==> config.mk <==
export PLATFORM = sky130hd
export DESIGN_NAME = rcv_frame_shifter
export DESIGN_NICKNAME = d
export VERILOG_FILES = /design/src/rtl/rcv_frame_shifter.sv
export SDC_FILE = /design/constraint.sdc
export NUM_CORES = 1
export LEC_CHECK = 0
export ABC_AREA = 1
export CORE_MARGIN = 5
export CORE_UTILIZATION = 35
export CTS_CLUSTER_DIAMETER = 200
export DETAILED_ROUTE_END_ITERATION = 7
export GPL_TIMING_DRIVEN = 0
export HOLD_SLACK_MARGIN = 0.1
export SLEW_MARGIN = 20
export SYNTH_ARGS = -nofsm -noshare
export SYNTH_HDL_FRONTEND = slang
export SYNTH_SLANG_ARGS = --single-unit
==> constraint.sdc <==
create_clock -name clk -period 2.2 [get_ports clk]
set_input_delay 0.44 -clock clk [delete_from_list [all_inputs] [get_ports clk]]
set_output_delay 0.44 -clock clk [all_outputs]
set_load 0.005 [all_outputs]
==> src/rtl/rcv_frame_shifter.sv <==
// ============================================================================
// rcv_frame_shifter : UART receive shift register, parity/stop check, output buffer
// Rev 1.0
// ============================================================================
`default_nettype none

module rcv_frame_shifter #(
  parameter int DATA_BITS  = 8,
  parameter int SHIFT_MSB  = 0,
  parameter int PARITY_EN  = 0,
  parameter int PARITY_ODD = 0
) (
  input  logic                 clk,
  input  logic                 n_rst,
  input  logic                 start_detected,
  input  logic                 shift_strobe,
  input  logic                 serial_in,
  input  logic                 data_read,
  output logic [DATA_BITS-1:0] rx_data,
  output logic                 data_ready,
  output logic                 parity_error,
  output logic                 framing_error,
  output logic                 overrun_error,
  output logic                 busy
);

  localparam int CNT_W = $clog2(DATA_BITS + 2);
  localparam logic [CNT_W-1:0] DATA_CNT = CNT_W'(DATA_BITS);
  localparam logic [CNT_W-1:0] LAST_M1  = CNT_W'(DATA_BITS + PARITY_EN - 1);
  localparam logic PAR_ON  = (PARITY_EN != 0);
  localparam logic ODD_BIT = (PARITY_ODD != 0);

  typedef enum logic [1:0] {
    IDLE  = 2'd0,
    SHIFT = 2'd1,
    STOP  = 2'd2,
    LOAD  = 2'd3
  } state_t;

  state_t               state;
  state_t               state_next;
  logic [DATA_BITS-1:0] sr;
  logic [DATA_BITS-1:0] sr_shifted;
  logic [CNT_W-1:0]     bit_cnt;
  logic                 par;
  logic                 stop_bit;

  generate
    if (SHIFT_MSB != 0) begin : g_msb_first
      assign sr_shifted = {sr[DATA_BITS-2:0], serial_in};
    end else begin : g_lsb_first
      assign sr_shifted = {serial_in, sr[DATA_BITS-1:1]};
    end
  endgenerate

  always_ff @(posedge clk or negedge n_rst) begin
    if (!n_rst) begin
      state <= IDLE;
    end else begin
      state <= state_next;
    end
  end

  always_comb begin
    state_next = state;
    case (state)
      IDLE:    if (start_detected) state_next = SHIFT;
      SHIFT:   if (shift_strobe && (bit_cnt == LAST_M1)) state_next = STOP;
      STOP:    if (shift_strobe) state_next = LOAD;
      LOAD:    state_next = IDLE;
      default: state_next = IDLE;
    endcase
  end

  always_ff @(posedge clk or negedge n_rst) begin
    if (!n_rst) begin
      sr            <= '0;
      bit_cnt       <= '0;
      par           <= 1'b0;
      stop_bit      <= 1'b0;
      rx_data       <= '0;
      data_ready    <= 1'b0;
      parity_error  <= 1'b0;
      framing_error <= 1'b0;
      overrun_error <= 1'b0;
      busy          <= 1'b0;
    end else begin
      busy <= (state_next != IDLE);

      // A read outside LOAD releases the buffer; LOAD resolves the read itself.
      if ((state != LOAD) && data_read) begin
        data_ready    <= 1'b0;
        overrun_error <= 1'b0;
      end

      case (state)
        IDLE: begin
          if (start_detected) begin
            bit_cnt       <= '0;
            framing_error <= 1'b0;
          end
        end
        SHIFT: begin
          if (shift_strobe) begin
            bit_cnt <= bit_cnt + CNT_W'(1);
            if (bit_cnt < DATA_CNT) begin
              sr <= sr_shifted;
            end else if (PAR_ON) begin
              par <= serial_in;
            end
          end
        end
        STOP: begin
          if (shift_strobe) begin
            stop_bit <= serial_in;
          end
        end
        LOAD: begin
          if (stop_bit) begin
            rx_data       <= sr;
            data_ready    <= 1'b1;
            parity_error  <= PAR_ON & ((^sr) ^ par ^ ODD_BIT);
            overrun_error <= data_ready & ~data_read;
          end else begin
            framing_error <= 1'b1;
          end
        end
        default: ;
      endcase
    end
  end

endmodule

`default_nettype wire

==> results.ini, run 1 <==
[outcome]
outcome = finished clean

[route]
drt_pass1_iterations = 4
vias = 809
remaining_drc_errors = 0
first_iter_violations = 47
post_drt_via_cell_ratio = 4.28
detail_route.wl_per_cell_um = 10.7
postRouteAntennaNets = 0
wl_final_um = 2020

[worst_setup_path]
timing.critical_path.fanout_max = 3
depth_of_the_worst_register_to_register_path = 7
cp_top_family = buffers and inverters
cp.arrival_ps = 1220
worstReg2RegStart = state[1]
r2r_setup_slack_ps = 920
start_kind = flip-flop
cp.required_ps = 1760
criticalPathCategory = reg -> out
timing.rr.end = sr[4]
cell_chain_critical_path = clkdlybuf4s50_1
cpPeakStageDelay_ps = 520
cp_num_buf_inv = 1
worst_setup_path_end_kind = output pin
critical_path.slowest_cell = sky130_fd_sc_hd__clkdlybuf4s50_1

[floorplanning]
floorplan.die_area_um2 = 4520
die_x_um = 67.2
start_util_pct = 36.9
io_pins = 19
die_outline_height_um = 67.2
floorplan.rows = 20
floorplan.core_area_um2 = 3100

[clock_network]
post_cts.resized_instances = 0
ctsRootBufferMaster = sky130_fd_sc_hd__clkbuf_4
clk_path_buf_depth = 2
worstSkewPairLatency_ps = 320
numCtsBuffers = 3
clk_transition_reported_paths_ps = 140
hold_bufs_at_cts = 0
post-cts-setup-buffer-count = 0
htreeDepth = 1
tritoncts = yes
cts.sink_count = 27

[job]
maxCapViolations = 0

[placed_design]
finalWeightedCongestion = 0.801
portBuffers = 17
detailedPlacementHpwl_um = 1500
place_ws_ps = 471
total_placed_cells_including_tap_cells = 185

[sta]
finalWorstPathRequiredPeriod_ps = 1660
worst_pin_slew_ps = 591
final-setup-viol-count = 0
timing_hold_violations_final = 0
maxClockFrequency_mhz = 602
fin_worst_skew_ps = 6.16
final_min_period_over_clock_period_pct = 75.5
timing.max_slew.rel_slack_pct = 60.6
final_max_slew_viol_count = 0
worst_setup_slack_after_layout_ps = 540
setup-tns-final_ps = 0
rsz_0062_raised_after_global_routing = no

[cells_and_area]
area.growth.synth_to_final_pct = 21.5
n_fill_cell = 324
finalNetCount = 153
ant_cells = 0
final_cell_count_no_fill = 189
drive_gt1_share_pct = 12.4
post-route-util_pct = 44.9

[power]
power_density_nw_per_um2 = 932
report.power.total_mw = 1.30
leak_nw = 0.676
worst_ir_drop_vdd_mv = 0.662

[grt]
grt_antenna_before_repair = 0
groute.usage.overall_pct = 10.3
grt_max_degree = 28
grt_pass1_vias = 790
grt_remaining_overflow = 0
global_route_wire_length_before_repair_um = 3600

[synth]
syn_inst_count = 124
synth_cell_types = 17
mappedNetlistNets = 131
synth-seq-area-share_pct = 59.0
syn_area_um2 = 1150
synth_seq_cells = 27
yosys_warnings = 0
postSynthAreaPerCell_um2 = 9.24

[worst_hold_path]
hold_class = in -> async

## layout by cell type, fill, tap and decap left out, drive strengths merged
cell           netlist  final
a21oi                1      1
buf                  2      3
clkbuf               1      5
clkdlybuf4s50        0     16
conb                 1      1
dfrtp               27     27
ha                   1      1
inv                 16     16
nand2               38     38
nand3                7      7
nor2                 9      9
nor3b                1      1
o21ai               20     20
## kinds of logic (layout without fill, tap and decap cells)
logic type | after synthesis | count (layout) | synth area share, %
DFF | 27 | 27 | 59.0
AOI/OAI and AO/OA | 21 | 21 | 11.8
other | 1 | 1 | 0.327
buffers and inverters | 19 | 40 | 7.20
adders and majority gates | 1 | 1 | 1.09
and+or+nand+nor | 55 | 55 | 20.6
## registers in the layout, summed over array words and instances (netlist names)
signal and count:
overrun_error 1, sr 8, state 2, rx_data 8, stop_bit 1, framing_error 1
busy 1, data_ready 1, bit_cnt 4
## report_power, final
group	total (mW)	leakage, nW	internal [mW]	switching, mW
clock	0.210	0.0150	0.0709	0.139
sequential	0.699	0.356	0.616	0.0827
combinational	0.388	0.305	0.171	0.218
total	1.30	0.676	0.858	0.440
## metrics by stage
| step | area [um2] | hold WS (ps) |
|---|---|---|
| 5_1_grt | 1390 | 135 |
| 3_5_place_dp | 1370 | 469 |
| 6_report | 1390 | 99.7 |
| 2_1_floorplan | 1150 | 144 |
| 3_3_place_gp | 1370 | 467 |
| 4_1_cts | 1390 | 124 |
## cells in the mapped netlist (all sizes together)
| cell type | count | area share [%] |
|---|---|---|
| nor3b | 1 | 0.66 |
| ha | 1 | 1.1 |
| dfrtp | 27 | 59 |
| o21ai | 20 | 11 |
| a21oi | 1 | 0.44 |
| nand3 | 7 | 3.9 |
| buf | 2 | 1.6 |
| clkbuf | 1 | 0.33 |
| inv | 16 | 5.2 |
| nor2 | 9 | 2.9 |
| nand2 | 38 | 13 |
| conb | 1 | 0.33 |
## layout make-up
| type | instances | area (um2) | share of cell area, % |
|---|---|---|---|
| buffer | 3 | 22.5 | 1.62 |
| clock buffer | 4 | 26.3 | 1.89 |
| inverter | 16 | 60.1 | 4.31 |
| multi-input combinational | 78 | 388 | 27.9 |
| sequential | 27 | 676 | 48.5 |
| tap | 44 | 55.1 | 3.95 |
| timing repair buffer | 17 | 165 | 11.9 |
## layer usage
| metal | routed length [um] | GRT usage [%] |
|---|---|---|
| met3 | 139 | 4.49 |
| met5 | 0 | 0 |
| met4 | 9 | 1.52 |
| met1 | 976 | 13.6 |
| met2 | 893 | 16.1 |
## worst max-delay path by stage
stage / start / endpoint / depth (start not counted)
floorplan: state[1] / sr[3] / 7
finish: data_ready / data_ready / 1
CTS: data_ready / data_ready / 1
global placement: n_rst / rx_data[2] / 1
detailed placement: shift_strobe / sr[4] / 7
global route: rx_data[4] / rx_data[4] / 1
Power figures use the tool's default switching activity.
==> run 2: changes to the inputs <==
==> constraint.sdc (replaced) <==
create_clock -name clk -period 1.5 [get_ports clk]
set_input_delay 0.3 -clock clk [delete_from_list [all_inputs] [get_ports clk]]
set_output_delay 0.3 -clock clk [all_outputs]
set_load 0.005 [all_outputs]
==> results.ini, run 2 (synthesized netlist as in run 1, its figures left out) <==
[outcome]
outcome = finished clean  ; unchanged

[sta]
timing_hold_violations_final = 0  ; unchanged
final_max_slew_viol_count = 0  ; unchanged
worst_pin_slew_ps = 597  ; was 591 ps
finalWorstPathRequiredPeriod_ps = 1450
fin_worst_skew_ps = 6.34  ; was 6.16 ps
timing.max_slew.rel_slack_pct = 60.2  ; was 60.6%
final-setup-viol-count = 0  ; unchanged
final_min_period_over_clock_period_pct = 96.6
rsz_0062_raised_after_global_routing = no  ; unchanged
maxClockFrequency_mhz = 690
setup-tns-final_ps = 0  ; unchanged

[clock_network]
cts.sink_count = 27  ; unchanged
clk_path_buf_depth = 2  ; unchanged
ctsRootBufferMaster = sky130_fd_sc_hd__clkbuf_4  ; unchanged
tritoncts = yes  ; unchanged
numCtsBuffers = 3  ; unchanged
clk_transition_reported_paths_ps = 140  ; about the same
htreeDepth = 1  ; unchanged
worstSkewPairLatency_ps = 320  ; about the same

[worst_hold_path]
holdCritStartpoint = sr[1]
hold_class = reg -> reg  ; was in -> async

[placed_design]
finalWeightedCongestion = 0.801  ; unchanged
portBuffers = 17  ; unchanged
detailedPlacementHpwl_um = 1500  ; unchanged

[grt]
grt_antenna_before_repair = 0  ; unchanged
grt_max_degree = 28  ; unchanged
grt_remaining_overflow = 0  ; unchanged
groute.usage.overall_pct = 10.5  ; was 10.3%
global_route_wire_length_before_repair_um = 3670  ; was 3600 um
grt_pass1_vias = 811  ; was 790

[worst_setup_path]
worst_setup_path_end_kind = output pin  ; unchanged
worstReg2RegStart = state[1]  ; unchanged
cp_num_buf_inv = 1  ; unchanged
cell_chain_critical_path = clkdlybuf4s50_1  ; unchanged
critical_path_launch_point = busy  ; was data_ready
critical_path.slowest_cell = sky130_fd_sc_hd__clkdlybuf4s50_1  ; unchanged
cpPeakStageDelay_ps = 490  ; was 520 ps
cp.required_ps = 1200  ; was 1760 ps
start_kind = flip-flop  ; unchanged
timing.critical_path.fanout_max = 1  ; was 3
cp.arrival_ps = 1150  ; was 1220 ps
cp_top_family = buffers and inverters  ; unchanged
criticalPathCategory = reg -> out  ; unchanged

[cells_and_area]
layout.cells.most_common_list = 37 x sky130_fd_sc_hd__nand2_1, 27 x sky130_fd_sc_hd__dfrtp_1, 15 x sky130_fd_sc_hd__inv_1  ; was 37 x sky130_fd_sc_hd__nand2_1, 27 x sky130_fd_sc_hd__dfrtp_1, 16 x sky130_fd_sc_hd__clkdlybuf4s50_1
area.growth.synth_to_final_pct = 24.5  ; was 21.5%
ant_cells = 0  ; unchanged
finalNetCount = 158  ; was 153
most_common_cell_after_layout_fill_and_taps_aside = sky130_fd_sc_hd__nand2_1  ; unchanged
layout_top_registers = rx_data x8, sr x8, bit_cnt x4  ; unchanged
drive_gt1_share_pct = 14.7  ; was 12.4%

[route]
detail_route.wl_per_cell_um = 10.6  ; was 10.7 um
vias = 832  ; was 809
post_drt_via_cell_ratio = 4.29  ; was 4.28
first_iter_violations = 53  ; was 47
postRouteAntennaNets = 0  ; unchanged
remaining_drc_errors = 0  ; unchanged
drt_pass1_iterations = 4  ; unchanged
wl_final_um = 2060  ; was 2020 um

[floorplanning]
start_util_pct = 36.9  ; unchanged
io_pins = 19  ; unchanged
floorplan.die_area_um2 = 4520  ; unchanged
die_outline_height_um = 67.2  ; unchanged
floorplan.core_area_um2 = 3100  ; unchanged
floorplan.rows = 20  ; unchanged
die_x_um = 67.2  ; unchanged

[power]
leak_nw = 0.782  ; was 0.676 nW
worst_ir_drop_vdd_mv = 0.965  ; was 0.662 mV
report.power.total_mw = 1.91  ; was 1.30 mW
power_density_nw_per_um2 = 1340  ; was 932 nW/um2

[job]
maxCapViolations = 0  ; unchanged

[run 2: changes by cell type in the layout (fill, tap and decap cells not counted)]
cell / before / now
sky130_fd_sc_hd__dlygate4sd3_1: 0 / 1
sky130_fd_sc_hd__clkdlybuf4s50_1: 16 / 5
sky130_fd_sc_hd__dlygate4sd2_1: 0 / 9
sky130_fd_sc_hd__dlymetal6s2s_1: 0 / 2
sky130_fd_sc_hd__buf_4: 1 / 5
[run 2: repair_timing]
item | 4_1_cts | 5_1_grt
pin swaps | 0 | 0
resized for setup | 9 | 2
setup endpoints to repair | 11 | 2
setup buffers | 3 | 1
hold endpoints to repair | 27 | 0
hold buffers | 1 | 0
[run 2: report_power, final]
| group | internal, mW | switching, mW | total [mW] |
|---|---|---|---|
| Clock | 0.104 | 0.204 | 0.308 |
| Sequential | 0.904 | 0.120 | 1.02 |
| Combinational | 0.258 | 0.324 | 0.582 |
[run 2: routing by layer]
| layer | wire, um | global-route usage (%) |
|---|---|---|
| met4 | 9 | 1.52 |
| met1 | 973 | 13.6 |
| met3 | 130 | 4.49 |
| met5 | 0 | 0 |
| met2 | 944 | 16.8 |
[run 2: final timing paths]
kind                       slack [ps]  cells past startpoint          to
setup / recovery                   50                      1        busy
hold / removal                    500                      2       sr[1]
setup reg to reg                  220                      7       sr[4]
hold reg to reg                   500                      2       sr[1]
max in group asynchronous         590                      2       sr[2]
min in group asynchronous         520                      2  bit_cnt[0]
[run 2: stage by stage]
stage	util [%]	hold slack [ps]	std cells	setup WS (ps)	cell area [um2]
detailed placement	44.0	349	185	-89.1	1370
finish	46.0	500	194	51.2	1430
CTS	45.6	502	193	1.27	1410
global placement	44.2	467	185	-267	1370
global route	46.0	519	194	3.87	1430
floorplan	-	4.41	124	362	1150
[run 2: layout make-up]
type	instances	area, um2
inverters	16	60.1
fillers	327	1680
repair buffers	22	199
clock buffers	4	26.3
well taps	44	55.1
plain buffers	3	22.5
flip-flops and latches	27	676
multi-input cells	78	388
